**src/rtl/mem_requester_if.sv**
```systemverilog
// Core request/response and memory bus signals of mem_requester.
// master = requester side, slave = core plus responder side.
interface mem_requester_if #(
  parameter int ADDR_W = 8,
  parameter int DATA_W = 8
);
  logic              req_valid;
  logic              req_ready;
  logic              req_rw;
  logic [ADDR_W-1:0] req_addr;
  logic [DATA_W-1:0] req_wdata;
  logic              rsp_valid;
  logic [DATA_W-1:0] rsp_rdata;
  logic              rsp_err;
  logic              mem_trig;
  logic              mem_rw;
  logic [ADDR_W-1:0] mem_adbus;
  logic              mem_busy;
  logic [DATA_W-1:0] mem_rdata;

  modport master (
    input  req_valid, req_rw, req_addr, req_wdata,
    input  mem_busy, mem_rdata,
    output req_ready, rsp_valid, rsp_rdata, rsp_err,
    output mem_trig, mem_rw, mem_adbus
  );

  modport slave (
    output req_valid, req_rw, req_addr, req_wdata,
    output mem_busy, mem_rdata,
    input  req_ready, rsp_valid, rsp_rdata, rsp_err,
    input  mem_trig, mem_rw, mem_adbus
  );
endinterface

```
**src/rtl/mem_requester.sv**
```systemverilog
// Bus master for the 8-bit multiplexed single-port memory bus.
// Define MEM_REQ_TIMEOUT_EN to enable the wait-cycle abort.
module mem_requester #(
  parameter int ADDR_W         = 8,
  parameter int DATA_W         = 8,
  parameter int TIMEOUT_CYCLES = 16
) (
  input logic            CLK,
  input logic            RST,
  mem_requester_if.master bus
);

  typedef enum logic [1:0] {
    IDLE, ADDR, WAIT, RESP
  } state_t;

  state_t state, state_nxt;

  logic              rw_q;
  logic [DATA_W-1:0] wdata_q;
  logic              trig_q;
  logic              rw_bus_q;
  logic [ADDR_W-1:0] adbus_q;
  logic [DATA_W-1:0] rdata_q;
  logic              accept;
  logic              done;
  logic              tmo;

  assign accept = (state == IDLE) && bus.req_valid;
  assign done   = (state == WAIT) && bus.mem_busy;

`ifdef MEM_REQ_TIMEOUT_EN
  localparam logic [7:0] TMO = 8'(TIMEOUT_CYCLES);

  logic [7:0] cnt;
  logic [7:0] cnt_inc;
  logic       err_q;
  logic       in_wait;

  assign in_wait = (state == ADDR) || (state == WAIT);
  assign cnt_inc = cnt + 8'd1;
  // normal completion wins over a coincident timeout
  assign tmo = in_wait && (cnt_inc == TMO) && !done;

  always_ff @(posedge CLK or negedge RST) begin
    if (!RST) begin
      cnt   <= '0;
      err_q <= 1'b0;
    end else begin
      if (accept)
        cnt <= '0;
      else if (in_wait)
        cnt <= cnt_inc;
      if (accept || state == RESP)
        err_q <= 1'b0;
      else if (tmo)
        err_q <= 1'b1;
    end
  end

  assign bus.rsp_err = err_q;
`else
  assign tmo         = 1'b0;
  assign bus.rsp_err = 1'b0;
`endif

  always_ff @(posedge CLK or negedge RST) begin
    if (!RST)
      state <= IDLE;
    else
      state <= state_nxt;
  end

  always_comb begin
    state_nxt = state;
    unique case (state)
      IDLE: if (bus.req_valid) state_nxt = ADDR;
      ADDR: begin
        if (tmo)
          state_nxt = RESP;
        else if (!bus.mem_busy)
          state_nxt = WAIT;
      end
      WAIT: if (done || tmo) state_nxt = RESP;
      RESP: state_nxt = IDLE;
    endcase
  end

  always_ff @(posedge CLK or negedge RST) begin
    if (!RST) begin
      rw_q     <= 1'b0;
      wdata_q  <= '0;
      trig_q   <= 1'b0;
      rw_bus_q <= 1'b0;
      adbus_q  <= '0;
      rdata_q  <= '0;
    end else if (accept) begin
      rw_q     <= bus.req_rw;
      wdata_q  <= bus.req_wdata;
      trig_q   <= 1'b1;
      rw_bus_q <= bus.req_rw;
      adbus_q  <= bus.req_addr;
    end else if (done || tmo) begin
      // bus is released on the edge that enters RESP
      trig_q   <= 1'b0;
      rw_bus_q <= 1'b0;
      adbus_q  <= '0;
      rdata_q  <= (done && rw_q) ? bus.mem_rdata : '0;
    end else if (state == ADDR && !bus.mem_busy && !rw_q) begin
      adbus_q  <= wdata_q;
    end
  end

  assign bus.req_ready = RST && (state == IDLE);
  assign bus.rsp_valid = (state == RESP);
  assign bus.rsp_rdata = rdata_q;
  assign bus.mem_trig  = trig_q;
  assign bus.mem_rw    = rw_bus_q;
  assign bus.mem_adbus = adbus_q;

endmodule

```
**src/flat_wrapper.sv**
```systemverilog
// flat-port wrapper written by rule: the top's interface ports become plain ports
module mem_requester_flat 
#(
  parameter int ADDR_W         = 8,
  parameter int DATA_W         = 8,
  parameter int TIMEOUT_CYCLES = 16
)
  (CLK, RST, bus_req_valid, bus_req_rw, bus_req_addr, bus_req_wdata, bus_mem_busy, bus_mem_rdata, bus_req_ready, bus_rsp_valid, bus_rsp_rdata, bus_rsp_err, bus_mem_trig, bus_mem_rw, bus_mem_adbus);
  mem_requester_if #(.ADDR_W(ADDR_W), .DATA_W(DATA_W)) bus_i ();
  input logic CLK;
  input logic RST;
  input wire logic [$bits(bus_i.req_valid)-1:0] bus_req_valid;
  input wire logic [$bits(bus_i.req_rw)-1:0] bus_req_rw;
  input wire logic [$bits(bus_i.req_addr)-1:0] bus_req_addr;
  input wire logic [$bits(bus_i.req_wdata)-1:0] bus_req_wdata;
  input wire logic [$bits(bus_i.mem_busy)-1:0] bus_mem_busy;
  input wire logic [$bits(bus_i.mem_rdata)-1:0] bus_mem_rdata;
  output wire logic [$bits(bus_i.req_ready)-1:0] bus_req_ready;
  output wire logic [$bits(bus_i.rsp_valid)-1:0] bus_rsp_valid;
  output wire logic [$bits(bus_i.rsp_rdata)-1:0] bus_rsp_rdata;
  output wire logic [$bits(bus_i.rsp_err)-1:0] bus_rsp_err;
  output wire logic [$bits(bus_i.mem_trig)-1:0] bus_mem_trig;
  output wire logic [$bits(bus_i.mem_rw)-1:0] bus_mem_rw;
  output wire logic [$bits(bus_i.mem_adbus)-1:0] bus_mem_adbus;
  assign bus_i.req_valid = bus_req_valid;
  assign bus_i.req_rw = bus_req_rw;
  assign bus_i.req_addr = bus_req_addr;
  assign bus_i.req_wdata = bus_req_wdata;
  assign bus_i.mem_busy = bus_mem_busy;
  assign bus_i.mem_rdata = bus_mem_rdata;
  assign bus_req_ready = bus_i.req_ready;
  assign bus_rsp_valid = bus_i.rsp_valid;
  assign bus_rsp_rdata = bus_i.rsp_rdata;
  assign bus_rsp_err = bus_i.rsp_err;
  assign bus_mem_trig = bus_i.mem_trig;
  assign bus_mem_rw = bus_i.mem_rw;
  assign bus_mem_adbus = bus_i.mem_adbus;
  mem_requester #(.ADDR_W(ADDR_W), .DATA_W(DATA_W), .TIMEOUT_CYCLES(TIMEOUT_CYCLES)) u_core (.CLK(CLK), .RST(RST), .bus(bus_i));
endmodule
```
**config.mk**
```make
export PLATFORM = sky130hd
export DESIGN_NAME = mem_requester_flat
export DESIGN_NICKNAME = d
export VERILOG_FILES = /design/src/rtl/mem_requester_if.sv /design/src/rtl/mem_requester.sv /design/src/flat_wrapper.sv
export SDC_FILE = /design/constraint.sdc
export NUM_CORES = 1
export LEC_CHECK = 0
export BUFFER_PORTS_ARGS = -buffer_cell sky130_fd_sc_hd__buf_2
export CAP_MARGIN = 20
export CORE_MARGIN = 4
export CORE_UTILIZATION = 32
export DETAILED_ROUTE_END_ITERATION = 8
export SLEW_MARGIN = 20
export SYNTH_ARGS = -nofsm -noshare
export SYNTH_HDL_FRONTEND = slang
export SYNTH_SLANG_ARGS = --single-unit
```
**constraint.sdc**
```tcl
create_clock -name CLK -period 2.45 [get_ports CLK]
set_input_delay 0.1225 -clock CLK [delete_from_list [all_inputs] [get_ports CLK]]
set_output_delay 0.1225 -clock CLK [all_outputs]
set_load 0.05 [all_outputs]
```
==> impl_metrics.tcl, run 1 <==
set metrics [dict create \
    slowest_delay_ns 0.52 \
    grt_pass1_wl_mm 5.13 \
    crit_family "compound AO/OA/AOI/OAI gates" \
    h-tree-depth 2 \
    firstDrtPassIters 4 \
    clock.fmax_ghz 0.588 \
    wl_mm 3.15 \
    cts.sinks 29 \
    maxCapViolations 0 \
    fin_tns_setup_ns 0 \
    cts-root-buf "clkbuf_8" \
    antenna_found_initial 0 \
    final_cell_area_mm2 0.00173 \
    num_vias 1109 \
    fin_nets 220 \
    ys_warn_count 0 \
    ys.flop_type "dfrtp_1" \
    avgSynthCellArea_um2 10.2 \
    slew_violations 0 \
    cp-end-kind "flop" \
    setup_viol 0 \
    fin_crit_ns 1.70 \
    synth.top_cell.area_share_pct 52.5 \
    cts_tree "built" \
    io_buffers 48 \
    grt_pass1_vias 1128 \
    synth-edff-count 0 \
    ys_types 23 \
    finalNonFillerCells 238 \
    area_growth_pct 24.9 \
    path_class "flop to flop" \
    placed_cells 229 \
    syn_nets 169 \
    gp_congestion 0.772 \
    initial_core_util_pct 33.8 \
    core_mm2 0.00409 \
    cpMaxStageDelayCell "a22oi_2" \
    hold-worst-slack_ns 0.0276 \
    hold_viol 0 \
    worstSkewPairLatency_ns 0.28 \
    placementRows 23 \
    max-vdd-ir-drop_uv 568 \
    placed_area_mm2 0.00164 \
    slew_headroom_pct 60.6 \
    worstHoldPathType "primary input to flop" \
    fin_skew_ns 0.00397 \
    total_power_uw 2680 \
    ys_ff_latch 29 \
    grt_remaining_overflow 0 \
    cp_num_buf_inv 1 \
    antenna_cells 0 \
    grt_util_all_layers_pct 12.5 \
    synth_area_mm2 0.00138 \
    critPathLaunchType "flop" \
    die_w_um 73.7 \
    crit_required_ns 2.66 \
    reg2reg_slack_ns 0.75 \
    worst_pin_slew_ns 0.591 \
    cts_buffer_depth 2 \
    drtIter0Drc 48 \
    ant_nets 0 \
    synth.top_cells.by_count "nand2_1, dfrtp_1, o21ai_0" \
    io_pins 50 \
    synth.yosys.seq_area_share_pct 52.5 \
    numCtsBuffers 5 \
    hpwlAfterDp_mm 2.33 \
    dieArea_mm2 0.00543 \
    fin_crit_sh_pct 69.5 \
    avgViaCountPerCell 4.66 \
    crit_chain "inv_1 > ha_1 > a22oi_2 > o21ai_1 > a2bb2oi_2" \
    synth_most_common_cell "nand2_1" \
    status "complete, no violations" \
    cts_resized 0 \
    grt_max_degree 30 \
    cp.arrival_ns 1.91 \
    power.density_mw_per_mm2 1550 \
    crit_fanout 10 \
    async_flop_share_pct 100 \
    p_leak_uw 0.000876 \
    syn_inst 136 \
    yosys-top-cells-area "dfrtp_1, nand2_1, a2bb2oi_2" \
    grt_setup_unrepaired "no" \
    path_clk_slew_ns 0.06 \
    post-synth-top-area-cell "dfrtp_1" \
    layout-drive-gt1-share_pct 35.6 \
    wl_per_cell_um 13.3 \
    die_y_um 73.7 \
    drc_errors 0 \
]
state kept, by name, indices dropped and copies added (netlist names):
register,flops
u_core.bus.mem_trig,1
u_core.state,2
u_core.rw_q,1
u_core.bus.mem_rw,1
u_core.wdata_q,8
u_core.bus.mem_adbus,8
u_core.bus.rsp_rdata,8
area by class of cell:
cell class,instances,area (um2)
inverters,4,15.0
clock buffers,8,80.1
repair buffers,51,265
well taps,50,62.6
multi-input cells,96,577
fillers,409,2360
flip-flops and latches,29,726
worst min-delay path, cell delays in order:
cell	delay [ns]
buf_2	0.07
nand2_1	0.04
nand2_1	0.04
layout by cell type (no fill, tap or decap):
master / instances
dfrtp_1: 29
a2bb2oi_1: 1
nand3_1: 1
conb_1: 1
a22o_1: 1
nor2_1: 1
o21ai_1: 8
or3b_1: 1
nand2_8: 1
a2bb2oi_2: 8
buf_2: 48
buf_4: 2
and2_1: 2
inv_1: 4
clkbuf_1: 3
dlygate4sd3_1: 1
o221a_2: 1
a22oi_2: 1
clkbuf_8: 5
nand2_1: 48
o21ai_0: 16
mux2_2: 1
ha_1: 4
metrics by stage:
step	setup slack (ns)	utilization [%]
2_1_floorplan	0.962	-
3_3_place_gp	0.766	40.0
3_5_place_dp	0.729	40.0
4_1_cts	0.708	42.2
5_1_grt	0.614	42.2
6_report	0.748	42.2
path summary, 6_finish.rpt:
| check | from | endpoint | cells past startpoint |
|---|---|---|---|
| worst max-delay path | u_core.state[0] | u_core.bus.mem_adbus[3] | 5 |
| worst min-delay path | bus_req_wdata[4] | u_core.wdata_q[4] | 3 |
| worst max register to register | u_core.state[0] | u_core.bus.mem_adbus[3] | 5 |
| worst min register to register | u_core.wdata_q[5] | u_core.wdata_q[5] | 2 |
| max in group asynchronous | RST | u_core.bus.mem_adbus[0] | 3 |
| min in group asynchronous | RST | u_core.wdata_q[0] | 3 |
metal layers:
layer	global-route usage [%]	vias to the layer above	part of all wire, %
met2	19.2	30	47
met5	0	-	0
met1	15.7	517	45
li1	-	557	-
met3	4.65	5	6.3
met4	5.43	0	1.5
cell families (layout without fill, tap and decap cells):
family	after synthesis	count (layout)	share of synthesized area [%]
DFF	29	29	52.5
and+or+nand+nor	54	54	16.7
AOI/OAI and AO/OA	36	36	20.4
muxes	1	1	0.815
adders and majority gates	4	4	3.62
other	1	1	0.271
buffers and inverters	11	63	5.71
report_power, final:
| group | switching (uW) | total, uW | internal (uW) |
|---|---|---|---|
| clock | 169 | 371 | 201 |
| sequential | 155 | 863 | 708 |
| combinational | 973 | 1450 | 474 |
repair_timing:
action | in CTS | in global routing
setup buffers | 0 | 0
hold buffers | 1 | 0
endpoints found under the hold margin | 29 | 0
(Power assumes the default switching activity.)
==> run 2: changes to the inputs <==
==> constraint.sdc (replaced) <==
create_clock -name CLK -period 1.58 [get_ports CLK]
set_input_delay 0.079 -clock CLK [delete_from_list [all_inputs] [get_ports CLK]]
set_output_delay 0.079 -clock CLK [all_outputs]
set_load 0.05 [all_outputs]
==> run 2 against run 1 <==
Effect of this change: clock skew up 0.00098 ns; core utilization up 3.5 points; critical path type unchanged; non-clock buffer count up 12; first-iteration DRC count down 21%; sequential cell count unchanged; routed wire length up 1.3%; worst setup slack worse by 0.63 ns; worst hold slack worse by 0.018 ns; clock power up 57%; cell count up 5.0%; sequential power up 51%; highest routed layer unchanged.
==> impl_metrics.tcl, run 2 (synthesis gave the netlist of run 1 again) <==
set metrics [dict create \
    setup_slack_ns 0.117 \
    area_growth_pct 35.2 \
    wl_mm 3.20 \
    seqPwrFrac_pct 30.0 \
    crit_chain "inv_1 > ha_1 > or3b_4 > o21ai_1 > a2bb2oi_2" \
    worstSkewPairLatency_ns 0.28 \
    cp.arrival_ns 1.63 \
    grt_setup_unrepaired "no" \
    place_ws_ns -0.0222 \
    die_w_um 73.7 \
    core_mm2 0.00409 \
    grt_pass1_wl_mm 5.20 \
    crit_fanout 9 \
    grt_util_all_layers_pct 12.9 \
    dieArea_mm2 0.00543 \
    initial_core_util_pct 33.8 \
    io_buffers 48 \
    power.density_mw_per_mm2 2320 \
    cts.sinks 29 \
    firstDrtPassIters 4 \
    hpwlAfterDp_mm 2.33 \
    switching_share_pct 47.2 \
    fin_skew_ns 0.00495 \
    postCtsSetupBuffers 0 \
    h-tree-depth 2 \
    placementRows 23 \
    slowest_delay_ns 0.46 \
    antenna_cells 0 \
    min_path_cells 3 \
    layout-drive-gt1-share_pct 38.0 \
    fin_crit_ns 1.46 \
    numCtsBuffers 5 \
    path_class "flop to flop" \
    path_clk_slew_ns 0.06 \
    drc_errors 0 \
    critPathLaunchType "flop" \
    cts_buffer_depth 2 \
    io_pins 50 \
    p_int_uw 2280 \
    grt_remaining_overflow 0 \
    hold-worst-slack_ns 0.00933 \
    final_cell_area_mm2 0.00187 \
    clock.fmax_ghz 0.683 \
    crit_required_ns 1.75 \
    gp_congestion 0.738 \
    r2r-start "u_core.state[1]" \
    clkPwrFrac_pct 13.5 \
    hold_viol 0 \
    cp-end-kind "flop" \
    layout_common_cells "nand2_1, buf_2, dfrtp_1, o21ai_0" \
    fin_nets 232 \
    cts_tree "built" \
    avgViaCountPerCell 4.52 \
    placed_area_mm2 0.00170 \
    cpMaxStageDelayCell "or3b_4" \
    pwr-share-comb_pct 56.5 \
    grt_max_degree 30 \
    min_to "u_core.rw_q" \
    fin_util_pct 45.7 \
    hold_start "bus_req_rw" \
    cts-root-buf "clkbuf_8" \
    wl_per_cell_um 12.8 \
    slew_violations 0 \
    die_y_um 73.7 \
    reg2reg_slack_ns 0.12 \
    r2r_cells 5 \
    maxCapViolations 0 \
    fin_crit_sh_pct 92.6 \
    status "complete, no violations" \
    ant_nets 0 \
    max-vdd-ir-drop_uv 955 \
    worstHoldPathType "primary input to flop" \
    drtIter0Drc 38 \
    p_sw_uw 2040 \
    p_leak_uw 0.000943 \
    setup_viol 0 \
    rr_endpoint "u_core.bus.mem_adbus[3]" \
    final_common_cell "nand2_1" \
    grt_pass1_vias 1089 \
    num_vias 1131 \
    antenna_found_initial 0 \
]
run 2: how the worst max path moves through the flow:
stage,from,end,slack (ns),cells past startpoint
finish,u_core.state[1],u_core.bus.mem_adbus[3],0.12,5
global route,u_core.state[1],u_core.bus.mem_adbus[3],0.04,5
CTS,u_core.state[0],bus_req_ready,0.03,4
detailed placement,u_core.state[1],u_core.bus.mem_adbus[3],-0.02,5
global placement,u_core.state[1],u_core.bus.mem_adbus[1],0.04,5
floorplan,u_core.state[0],u_core.bus.mem_adbus[0],0.09,5
run 2: what timing repair did:
item	CTS	global route
resized for setup	1	2
hold buffers	8	0
endpoints found under the hold margin	36	0
endpoints found under the setup margin	1	2
run 2: routing by layer:
metal  wire (um)  GRT usage, %  vias to the layer above
met3         153          4.51                        7
met1        1480          16.6                      525
met4          68          7.04                        0
met2        1490          18.7                       21
li1            -             -                      578
met5           0             0                        -
run 2: final cells by class:
class | instances | area (um2)
fillers | 410 | 2220
flip-flops and latches | 29 | 726
multi-input cells | 96 | 582
repair buffers | 63 | 400
clock buffers | 6 | 72.6
well taps | 50 | 62.6
inverters | 4 | 15.0
clock inverters | 2 | 10.0
run 2: through the flow:
stage	power [uW]	cells	TNS, ns
after detailed placement	3760	234	-0.0222
final	4330	250	0
after global placement	3740	234	0
after floorplan	3170	136	0
after global routing	4620	250	0
after CTS	4360	250	0
run 2: worst max-delay path: cells and delay by family, from the launching register on:
| family | cells | cell delay [ns] |
|---|---|---|
| simple gates | 1 | 0.46 |
| fa+ha+maj | 1 | 0.15 |
| flops | 1 | 0.37 |
| buf+inv | 1 | 0.08 |
| compound gates | 2 | 0.30 |
run 2: power groups by stage:
stage / combinational [uW] / clock, uW / sequential (uW)
2_1_floorplan: 1150 / 0 / 2020
3_3_place_gp: 2420 / 0 / 1320
3_5_place_dp: 2440 / 0 / 1320
4_1_cts: 2460 / 596 / 1310
5_1_grt: 2640 / 631 / 1350
6_report: 2440 / 583 / 1300
==> run 3: changes to the inputs <==
--- a/config.mk
+++ b/config.mk
@@ -9,7 +9,9 @@
 export CAP_MARGIN = 20
 export CORE_MARGIN = 4
 export CORE_UTILIZATION = 32
+export CTS_BUF_LIST = sky130_fd_sc_hd__clkbuf_4 sky130_fd_sc_hd__clkbuf_8 sky130_fd_sc_hd__clkbuf_16
 export DETAILED_ROUTE_END_ITERATION = 8
+export SKIP_CTS_REPAIR_TIMING = 1
 export SLEW_MARGIN = 20
 export SYNTH_ARGS = -nofsm -noshare
 export SYNTH_HDL_FRONTEND = slang
==> run 3 against run 2 <==
Effect of this change: the run now ends with negative hold slack left; clock power is 1% higher; critical path depth stayed put; worst setup slack better by 0.0039 ns; total power is essentially flat; routed wire length fell by 3.0%; cell count is 1.6% lower; sequential share of layout area grew 0.77 points; die area unchanged; critical path type unchanged; highest routed layer unchanged.
==> impl_metrics.tcl, run 3 (synthesis gave the netlist of run 1 again) <==
set metrics [dict create \
    drc_errors 0 \
    dieArea_mm2 0.00543 \
    max-vdd-ir-drop_uv 951 \
    core_mm2 0.00409 \
    hpwlAfterDp_mm 2.33 \
    worstSkewPairLatency_ns 0.27 \
    h-tree-depth 2 \
    wl_mm 3.10 \
    cp-end-kind "flop" \
    ant_nets 0 \
    wl_per_cell_um 12.6 \
    hold-worst-slack_ns -0.0116 \
    firstDrtPassIters 4 \
    clock.fmax_ghz 0.685 \
    crit_required_ns 1.74 \
    cp_num_buf_inv 1 \
    initial_core_util_pct 33.8 \
    layout-drive-gt1-share_pct 39.3 \
    cpMaxStageDelayCell "or3b_4" \
    setup_slack_ns 0.120 \
    fin_crit_sh_pct 92.4 \
    place_ws_ns -0.0222 \
    cts_tree "built" \
    placementRows 23 \
    drtIter0Drc 46 \
    avgViaCountPerCell 4.54 \
    antenna_cells 0 \
    cts_buffer_depth 2 \
    fin_skew_ns 0.00388 \
    path_clk_slew_ns 0.06 \
    worstHoldPathType "primary input to flop" \
    setup_viol 0 \
    maxCapViolations 0 \
    p_leak_uw 0.000930 \
    status "finished, violations left" \
    regArea_um2 726 \
    cts-root-buf "clkbuf_8" \
    die_w_um 73.7 \
    placed_cells 234 \
    grt_setup_unrepaired "no" \
    nFillCells 416 \
    gp_congestion 0.738 \
    io_pins 50 \
    fin_crit_ns 1.46 \
    cts.sinks 29 \
    grt_util_all_layers_pct 12.6 \
    violations "negative hold slack" \
    grt_remaining_overflow 0 \
    crit_chain "inv_1 > ha_1 > or3b_4 > o21ai_1 > a2bb2oi_2" \
    numCtsBuffers 5 \
    cp.arrival_ns 1.62 \
    final_common_cell "nand2_1" \
    area_growth_pct 32.6 \
    multi_input_area_um2 582 \
    slew_violations 0 \
    finalNonFillerCells 246 \
    io_buffers 48 \
    critPathLaunchType "flop" \
    path_class "flop to flop" \
    crit_family "simple AND/OR/NAND/NOR gates" \
    slowest_delay_ns 0.46 \
    layout_common_cells "nand2_1, buf_2, dfrtp_1, o21ai_0" \
    grt_pass1_wl_mm 5.06 \
    antenna_found_initial 0 \
    hold_viol 3 \
    fin_nets 228 \
    num_vias 1116 \
    crit_fanout 9 \
    power.density_mw_per_mm2 2360 \
    grt_max_degree 30 \
    grt_pass1_vias 1071 \
    die_y_um 73.7 \
]
-- run 3: area by class of cell --
| cell class | count | area share [%] |
|---|---|---|
| Clock buffer | 6 | 4.17 |
| Inverter | 4 | 0.820 |
| Timing Repair Buffer | 59 | 19.7 |
| Clock inverter | 2 | 0.546 |
| Tap cell | 50 | 3.42 |
| Multi-Input combinational cell | 96 | 31.8 |
| Sequential cell | 29 | 39.6 |
-- run 3: worst reg2reg max path: stages (launching register included) --
cell and delay, ns:
dfrtp_1 0.37, inv_1 0.08, ha_1 0.15, or3b_4 0.46, o21ai_1 0.22, a2bb2oi_2 0.08
-- run 3: through the flow --
stage | setup TNS, ns | total power, uW | util, % | cell area [um2]
2_1_floorplan | 0 | 3170 | - | 1380
3_3_place_gp | 0 | 3740 | 41.5 | 1700
3_5_place_dp | -0.0222 | 3760 | 41.5 | 1700
4_1_cts | -0.0249 | 4360 | 43.7 | 1780
5_1_grt | 0 | 4640 | 44.8 | 1830
6_report | 0 | 4330 | 44.8 | 1830
-- run 3: worst paths after layout --
check / from / endpoint / depth (start not counted) / slack [ns]
max: u_core.state[1] / u_core.bus.mem_adbus[3] / 5 / 0.12
min: bus_req_wdata[7] / u_core.wdata_q[7] / 3 / -0.01
max reg2reg: u_core.state[1] / u_core.bus.mem_adbus[3] / 5 / 0.12
min reg2reg: u_core.wdata_q[5] / u_core.wdata_q[5] / 2 / 0.47
max in group asynchronous: RST / u_core.state[0] / 3 / 0.94
min in group asynchronous: RST / u_core.bus.rsp_rdata[4] / 3 / 0.37
-- run 3: metal layers --
metal,wire (um),track usage (%)
met2,1430,17.8
met1,1450,16.4
met5,0,0
met4,34,7.04
met3,182,4.79
-- run 3: where the power goes --
part | internal (uW) | switching [uW]
Combinational | 875 | 1560
Sequential | 1100 | 203
Clock | 321 | 270
Total | 2290 | 2030
